## src/rtl/clint_mh_if.sv

```systemverilog
// AHB-lite slave bus bundle for clint_mh; the master modport is the bus side, slave is the CLINT.
interface clint_mh_if;
   logic        HSELx;
   logic        HWRITE;
   logic [31:0] HADDR;
   logic [2:0]  HSIZE;
   logic [1:0]  HTRANS;
   logic [31:0] HWDATA;
   logic [31:0] HRDATA;
   logic        HREADY;
   logic [1:0]  HRESP;

   modport master (
      output HSELx, HWRITE, HADDR, HSIZE, HTRANS, HWDATA,
      input  HRDATA, HREADY, HRESP
   );

   modport slave (
      input  HSELx, HWRITE, HADDR, HSIZE, HTRANS, HWDATA,
      output HRDATA, HREADY, HRESP
   );
endinterface

```

## src/rtl/clint_mh.sv

```systemverilog
// Multi-hart CLINT: shared 64-bit mtime, per-hart mtimecmp/msip, level timer and software interrupts.
// Define CLINT_RTC_SYNC_EN to tick mtime from io_rtcToggle edges instead of the TICK_DIV prescaler.
module clint_mh #(
   parameter int          NUM_HARTS    = 2,
   parameter int          TICK_DIV     = 1,
   parameter logic [63:0] MTIMECMP_RST = 64'hFFFF_FFFF_FFFF_FFFF
) (
   input  logic                 clk,
   input  logic                 rst,
   input  logic                 io_rtcToggle,
   clint_mh_if.slave            bus,
   output logic [NUM_HARTS-1:0] irq_timer,
   output logic [NUM_HARTS-1:0] irq_software
);

   typedef enum logic [1:0] {IDLE_OK, ERR1, ERR2} respState_e;
   typedef enum logic [2:0] {REG_MSIP, REG_CMPLO, REG_CMPHI, REG_MTLO, REG_MTHI} regKind_e;

   localparam logic [15:0] MSIP_END = 16'(4 * NUM_HARTS);
   localparam logic [15:0] CMP_END  = 16'(16'h4000 + 8 * NUM_HARTS);

   respState_e           state_q, state_d;
   logic [31:0]          hrdata_q, hrdata_d;
   logic                 wrPend_q, wrPend_d;
   regKind_e             wrKind_q, wrKind_d;
   logic [2:0]           wrHart_q, wrHart_d;
   logic [63:0]          mtime_q, mtime_d;
   logic [63:0]          mtimecmp_q [NUM_HARTS];
   logic [63:0]          mtimecmp_d [NUM_HARTS];
   logic [NUM_HARTS-1:0] msip_q, msip_d;
   logic [NUM_HARTS-1:0] irqTimer_q, irqTimer_d;
   logic [NUM_HARTS-1:0] irqSoft_q;

   logic [15:0] offset;
   regKind_e    decKind;
   logic [2:0]  decHart;
   logic        decHit;
   logic        addrPhase;
   logic        accValid;
   logic        accInvalid;
   logic [31:0] regRdata;
   logic [31:0] fwdData;
   logic        fwdHit;
   logic        mtimeWr;
   logic        tick;

   // Address decode: anything outside the populated hart range is a miss and earns an ERROR
   always_comb begin
      offset  = bus.HADDR[15:0];
      decKind = REG_MSIP;
      decHart = 3'd0;
      decHit  = 1'b0;
      if (offset < MSIP_END) begin
         decKind = REG_MSIP;
         decHart = offset[4:2];
         decHit  = 1'b1;
      end else if (offset >= 16'h4000 && offset < CMP_END) begin
         decKind = offset[2] ? REG_CMPHI : REG_CMPLO;
         decHart = offset[5:3];
         decHit  = 1'b1;
      end else if (offset == 16'hBFF8) begin
         decKind = REG_MTLO;
         decHit  = 1'b1;
      end else if (offset == 16'hBFFC) begin
         decKind = REG_MTHI;
         decHit  = 1'b1;
      end
   end

   assign addrPhase  = bus.HSELx && bus.HTRANS[1] && (state_q != ERR1);
   assign accValid   = addrPhase && decHit && (bus.HSIZE == 3'b010) && (bus.HADDR[1:0] == 2'b00);
   assign accInvalid = addrPhase && !accValid;

   always_comb begin
      regRdata = '0;
      case (decKind)
         REG_MSIP: begin
            for (int h = 0; h < NUM_HARTS; h++)
               if (decHart == 3'(h)) regRdata = {31'b0, msip_q[h]};
         end
         REG_CMPLO: begin
            for (int h = 0; h < NUM_HARTS; h++)
               if (decHart == 3'(h)) regRdata = mtimecmp_q[h][31:0];
         end
         REG_CMPHI: begin
            for (int h = 0; h < NUM_HARTS; h++)
               if (decHart == 3'(h)) regRdata = mtimecmp_q[h][63:32];
         end
         REG_MTLO: regRdata = mtime_q[31:0];
         REG_MTHI: regRdata = mtime_q[63:32];
         default:  regRdata = '0;
      endcase
   end

   // A read hitting the register whose write data is on the bus right now returns that data
   assign fwdHit   = wrPend_q && (wrKind_q == decKind) && (wrHart_q == decHart);
   assign fwdData  = (decKind == REG_MSIP) ? {31'b0, bus.HWDATA[0]} : bus.HWDATA;
   assign hrdata_d = (accValid && !bus.HWRITE) ? (fwdHit ? fwdData : regRdata) : '0;

   assign wrPend_d = accValid && bus.HWRITE;
   assign wrKind_d = decKind;
   assign wrHart_d = decHart;

   always_comb begin
      state_d    = state_q;
      bus.HREADY = 1'b1;
      bus.HRESP  = 2'b00;
      case (state_q)
         IDLE_OK: state_d = accInvalid ? ERR1 : IDLE_OK;
         ERR1: begin
            state_d    = ERR2;
            bus.HREADY = 1'b0;
            bus.HRESP  = 2'b01;
         end
         ERR2: begin
            state_d   = accInvalid ? ERR1 : IDLE_OK;
            bus.HRESP = 2'b01;
         end
         default: state_d = IDLE_OK;
      endcase
   end

   // Register writes land at the end of the data phase; an mtime write overrides that cycle's tick
   always_comb begin
      mtime_d    = tick ? mtime_q + 64'd1 : mtime_q;
      mtimecmp_d = mtimecmp_q;
      msip_d     = msip_q;
      mtimeWr    = 1'b0;
      if (wrPend_q) begin
         case (wrKind_q)
            REG_MSIP: begin
               for (int h = 0; h < NUM_HARTS; h++)
                  if (wrHart_q == 3'(h)) msip_d[h] = bus.HWDATA[0];
            end
            REG_CMPLO: begin
               for (int h = 0; h < NUM_HARTS; h++)
                  if (wrHart_q == 3'(h)) mtimecmp_d[h][31:0] = bus.HWDATA;
            end
            REG_CMPHI: begin
               for (int h = 0; h < NUM_HARTS; h++)
                  if (wrHart_q == 3'(h)) mtimecmp_d[h][63:32] = bus.HWDATA;
            end
            REG_MTLO: begin
               mtime_d = {mtime_q[63:32], bus.HWDATA};
               mtimeWr = 1'b1;
            end
            REG_MTHI: begin
               mtime_d = {bus.HWDATA, mtime_q[31:0]};
               mtimeWr = 1'b1;
            end
            default: mtimeWr = 1'b0;
         endcase
      end
      for (int h = 0; h < NUM_HARTS; h++)
         irqTimer_d[h] = (mtime_q >= mtimecmp_q[h]);
   end

`ifdef CLINT_RTC_SYNC_EN
   logic rtcSync1_q, rtcSync2_q, rtcPrev_q;
   logic unusedBits;

   always_ff @(posedge clk or posedge rst) begin
      if (rst) begin
         rtcSync1_q <= 1'b0;
         rtcSync2_q <= 1'b0;
         rtcPrev_q  <= 1'b0;
      end else begin
         rtcSync1_q <= io_rtcToggle;
         rtcSync2_q <= rtcSync1_q;
         rtcPrev_q  <= rtcSync2_q;
      end
   end

   assign tick       = rtcSync2_q & ~rtcPrev_q;
   assign unusedBits = ^{bus.HADDR[31:16], bus.HTRANS[0], mtimeWr};
`else
   localparam logic [15:0] PRESC_LAST = 16'(TICK_DIV - 1);
   logic [15:0] presc_q, presc_d;
   logic        unusedBits;

   // Restarting the prescaler on an mtime write gives software a full tick period after it sets time
   assign tick    = (presc_q == PRESC_LAST);
   assign presc_d = (mtimeWr || tick) ? 16'd0 : presc_q + 16'd1;

   always_ff @(posedge clk or posedge rst) begin
      if (rst) presc_q <= 16'd0;
      else     presc_q <= presc_d;
   end

   assign unusedBits = ^{bus.HADDR[31:16], bus.HTRANS[0], io_rtcToggle};
`endif

   always_ff @(posedge clk or posedge rst) begin
      if (rst) begin
         state_q    <= IDLE_OK;
         hrdata_q   <= '0;
         wrPend_q   <= 1'b0;
         wrKind_q   <= REG_MSIP;
         wrHart_q   <= 3'd0;
         mtime_q    <= '0;
         msip_q     <= '0;
         irqTimer_q <= '0;
         irqSoft_q  <= '0;
         for (int h = 0; h < NUM_HARTS; h++) mtimecmp_q[h] <= MTIMECMP_RST;
      end else begin
         state_q    <= state_d;
         hrdata_q   <= hrdata_d;
         wrPend_q   <= wrPend_d;
         wrKind_q   <= wrKind_d;
         wrHart_q   <= wrHart_d;
         mtime_q    <= mtime_d;
         mtimecmp_q <= mtimecmp_d;
         msip_q     <= msip_d;
         irqTimer_q <= irqTimer_d;
         irqSoft_q  <= msip_q;
      end
   end

   assign bus.HRDATA   = hrdata_q;
   assign irq_timer    = irqTimer_q;
   assign irq_software = irqSoft_q;

endmodule
```

## src/flat_wrapper.sv

```systemverilog
// flat-port wrapper written by rule: the top's interface ports become plain ports
module clint_mh_flat 
#(
   parameter int          NUM_HARTS    = 2,
   parameter int          TICK_DIV     = 1,
   parameter logic [63:0] MTIMECMP_RST = 64'hFFFF_FFFF_FFFF_FFFF
)
  (clk, rst, io_rtcToggle, irq_timer, irq_software, bus_HSELx, bus_HWRITE, bus_HADDR, bus_HSIZE, bus_HTRANS, bus_HWDATA, bus_HRDATA, bus_HREADY, bus_HRESP);
  clint_mh_if bus_i ();
  input  logic clk;
  input  logic rst;
  input  logic io_rtcToggle;
  output logic [NUM_HARTS-1:0] irq_timer;
  output logic [NUM_HARTS-1:0] irq_software;
  input wire logic [$bits(bus_i.HSELx)-1:0] bus_HSELx;
  input wire logic [$bits(bus_i.HWRITE)-1:0] bus_HWRITE;
  input wire logic [$bits(bus_i.HADDR)-1:0] bus_HADDR;
  input wire logic [$bits(bus_i.HSIZE)-1:0] bus_HSIZE;
  input wire logic [$bits(bus_i.HTRANS)-1:0] bus_HTRANS;
  input wire logic [$bits(bus_i.HWDATA)-1:0] bus_HWDATA;
  output wire logic [$bits(bus_i.HRDATA)-1:0] bus_HRDATA;
  output wire logic [$bits(bus_i.HREADY)-1:0] bus_HREADY;
  output wire logic [$bits(bus_i.HRESP)-1:0] bus_HRESP;
  assign bus_i.HSELx = bus_HSELx;
  assign bus_i.HWRITE = bus_HWRITE;
  assign bus_i.HADDR = bus_HADDR;
  assign bus_i.HSIZE = bus_HSIZE;
  assign bus_i.HTRANS = bus_HTRANS;
  assign bus_i.HWDATA = bus_HWDATA;
  assign bus_HRDATA = bus_i.HRDATA;
  assign bus_HREADY = bus_i.HREADY;
  assign bus_HRESP = bus_i.HRESP;
  clint_mh #(.NUM_HARTS(NUM_HARTS), .TICK_DIV(TICK_DIV), .MTIMECMP_RST(MTIMECMP_RST)) u_core (.clk(clk), .rst(rst), .io_rtcToggle(io_rtcToggle), .bus(bus_i), .irq_timer(irq_timer), .irq_software(irq_software));
endmodule
```

## config.mk

```make
export PLATFORM = sky130hd
export DESIGN_NAME = clint_mh_flat
export DESIGN_NICKNAME = d
export VERILOG_FILES = /design/src/rtl/clint_mh_if.sv /design/src/rtl/clint_mh.sv /design/src/flat_wrapper.sv
export SDC_FILE = /design/constraint.sdc
export NUM_CORES = 1
export LEC_CHECK = 0
export ABC_CLOCK_PERIOD_IN_PS = 11270
export BUFFER_PORTS_ARGS = -buffer_cell sky130_fd_sc_hd__buf_4
export CORE_MARGIN = 3
export CORE_UTILIZATION = 34
export CTS_BUF_LIST = sky130_fd_sc_hd__clkbuf_2 sky130_fd_sc_hd__clkbuf_4 sky130_fd_sc_hd__clkbuf_8
export CTS_CLUSTER_DIAMETER = 40
export DETAILED_ROUTE_END_ITERATION = 6
export GPL_TIMING_DRIVEN = 0
export PLACE_DENSITY = 0.57
export SETUP_SLACK_MARGIN = 0.1
export SLEW_MARGIN = 30
export SYNTH_ARGS = -nofsm -noshare
export SYNTH_HDL_FRONTEND = slang
export SYNTH_SLANG_ARGS = --single-unit
```

## constraint.sdc

```tcl
create_clock -name clk -period 11.27 [get_ports clk]
set_input_delay 2.254 -clock clk [delete_from_list [all_inputs] [get_ports clk]]
set_output_delay 2.254 -clock clk [all_outputs]
set_load 0.05 [all_outputs]
```

==> impl_metrics.csv <==
group,metric,value,unit
clock_tree,htree_levels,2,
clock_tree,cts_tree,"built",
place,pre_cts_slack,4.882,ns
power,power_density,121.1,nW/um^2
drt,wl_per_cell,22.54,um
clock_tree,cts_setup_buffers,0,
worst_hold_path,holdCritPathClass,"reg2reg",
grt,grt_pass1_wl,91870,um
final_layout,fin_nets,2190,
synth,syn_area,16520,um^2
sta,rsz0062_at_grt,"no",
clock_tree,cts_sinks,255,
grt,overflow,0,
synth,ys_seq_area_share,39.59,%
sta,fin_worst_skew,0.03790,ns
place,dp_hpwl,43860,um
sta,period_needed,5.895,ns
sta,setup_tns,0,ns
synth,yosysMostFrequentCell,"nand2_1",
synth,yosys.area.top_type,"dfstp_2",
drt,avgViaCountPerCell,5.691,
sta,final_max_slew_viol_count,0,
sta,worst_slew_pin_slew,1.008,ns
drt,drc,0,
drt,totalWireLength,59670,um
final_layout,fillCellCount,4751,
place,portBuffers,92,
floorplan,dieArea,51280,um^2
sta,fin_ws,5.375,ns
clock_tree,hold_buffers,0,
critical_path,crit_arrival,6.39,ns
synth,synth_edf_count,0,
synth,netlist_instances,1821,
synth,ys_seq_elements,255,
clock_tree,cts.repair.resized,0,
synth,synthArstFlopShare,100.0,%
place,routabilityCongestion,0.9208,
drt,drtIter0Drc,1420,
grt,grt_pass1_vias,14970,
floorplan,die_w,226.5,um
run,maxCapViolations,0,
floorplan,pin_count,113,
synth,yosysWarnings,0,
clock_tree,cts_max_path_buffers,3,
floorplan,core_area,47850,um^2
drt,dr.pass1.iters,5,
sta,hold_viol,0,
critical_path,crit_path_start_kind,"input pin",
place,place_area,18120,um^2
clock_tree,path_clk_slew,0.05,ns
clock_tree,clkLatencyLatePin,0.65,ns
sta,hold_slack,0.4194,ns
synth,yosys-top-cells-count,"220 x nand2_1, 144 x inv_1, 144 x o21ai_0, 135 x a21oi_1, 135 x ha_1",
critical_path,required,11.77,ns
run_status,status,"finished clean",
sta,finalCritPeriodShare,52.31,%
power,leakage,0.009019,uW
final_layout,areaGrowthSynthToFinish,18.39,%
clock_tree,cts-root-buf,"clkbuf_8",
floorplan,rows,80,
floorplan,start_util,34.53,%
final_layout,final_core_util,40.89,%
grt,grt_max_degree,90,
sta,fmax,0.1696,GHz
synth,synthFlopType,"dfstp_2",
drt,ant_nets,0,
floorplan,die_h,226.5,um
sta,setup_viol,0,
grt,antenna_found_initial,3,
synth,synth.distinct_cells,83,
synth,syn_area_per_cell,9.074,um^2
worst_hold_path,hold_depth,0,
final_layout,drive_above_1_share,24.52,%
synth,synth_top_area_share,20.35,%
grt,grt_use_total,23.38,%
critical_path,end_kind,"register",
power,ir_worst_vdd,0.00007817,V
critical_path,crit_path_max_fanout,10,
synth,synth_area_leaders,"dfstp_2 20%, dfrtp_1 19%, ha_1 10%, nand2_1 5.0%, mux2_2 4.5%",
critical_path,r2r_cells,9,
critical_path,crit_type,"in2reg",
drt,via_count,15070,
sta,relSlewSlack,32.23,%
clock_tree,numCtsBuffers,58,
final_layout,final_area,19560,um^2
worst paths after layout:
kind,start,endpoint,slack [ns]
worst max-delay path,bus_HADDR[12],u_core.bus.HRDATA[1],5.38
worst min-delay path,u_core.msip_q[0],u_core.irq_software[0],0.42
worst max register to register,u_core.presc_q[0],u_core.mtime_q[58],7.70
worst min register to register,u_core.msip_q[0],u_core.irq_software[0],0.42
max in group asynchronous,rst,u_core.mtimecmp_q[93],8.65
min in group asynchronous,rst,u_core.bus.HRDATA[8],1.55
routing by layer:
layer	up-vias	global-route usage, %	wire length [um]
li1	6901	-	-
met5	-	0	129
met4	8	8.474	2186
met1	7377	31.55	26080
met2	629	36.67	26630
met3	150	5.541	4646
through the flow:
step	instances	power (uW)
2_1_floorplan	1823	1033
3_5_place_dp	2536	1100
6_report	2647	2369
4_1_cts	2646	2399
3_3_place_gp	2530	1093
5_1_grt	2646	2459
power by group:
part | total (uW) | switching [uW] | internal, uW
Clock | 1280 | 465 | 818
Combinational | 134 | 84.9 | 49.4
Sequential | 951 | 10.5 | 941
sequential cells by signal, indices dropped and copies added (netlist names):
name	flops
u_core.mtimecmp_q	128
u_core.mtime_q	64
u_core.bus.HRDATA	32
u_core.presc_q	16
u_core.wrHart_q	3
u_core.wrKind_q	3
u_core.irq_software	2
u_core.irq_timer	2
u_core.msip_q	2
u_core.state_q	2
u_core.wrPend_q	1
cell type report:
class                      instances  area (um^2)  share of cell area (%)
antenna                            1        2.502                 0.01279
buffer                           100        430.4                   2.200
clock buffer                      94         1175                   6.006
clock inverter                    16        262.8                   1.343
inverter                         145        551.8                   2.821
multi-input combinational       1323         9030                   46.16
sequential                       255         6541                   33.44
tap                              615        769.5                   3.933
timing repair buffer              98        799.5                   4.087
logic make-up (layout without fill, tap and decap cells):
group                    after synthesis  after routing  share of synthesized area, %
AND/OR/NAND/NOR                      573            573                         18.32
AO/OA/AOI/OAI                        489            489                         18.19
flip-flops                           255            255                         39.59
buffers and inverters                245            453                         5.891
adder cells (fa/ha/maj)              135            135                         10.22
multiplexers                          99             99                         6.497
XOR/XNOR                              24             24                         1.272
other                                  1              4                       0.02270
cell usage in the layout (no fill, tap or decap), drive strengths merged, types with 6 or more instances in the layout:
cell type	netlist	final
a211oi	13	13
a21o	27	27
a21oi	153	153
a221o	19	19
a31oi	10	10
and3	28	28
and4	13	13
buf	22	120
bufinv	0	7
clkbuf	78	172
clkinv	0	6
dfrtp	127	127
dfstp	128	128
ha	135	135
inv	145	145
mux2	66	66
mux2i	33	33
nand2	220	220
nand3	74	74
nand4	39	39
nor2	75	75
nor3	52	52
nor3b	13	13
nor4	24	24
o211a	7	7
o211ai	6	6
o21ai	168	168
o22ai	35	35
o311ai	8	8
xnor2	11	11
xor2	13	13
worst max-delay path: stages:
cell and delay, ns:
buf_4 0.11, nor4_1 0.48, nand3_1 0.69, or2_1 0.44
clkbuf_2 0.35, inv_2 0.38, xnor2_1 0.19, nand4_1 0.76
buf_2 0.48, o21ai_1 0.16, a21oi_2 0.08
Note: power is estimated with default switching activity, not from simulation.
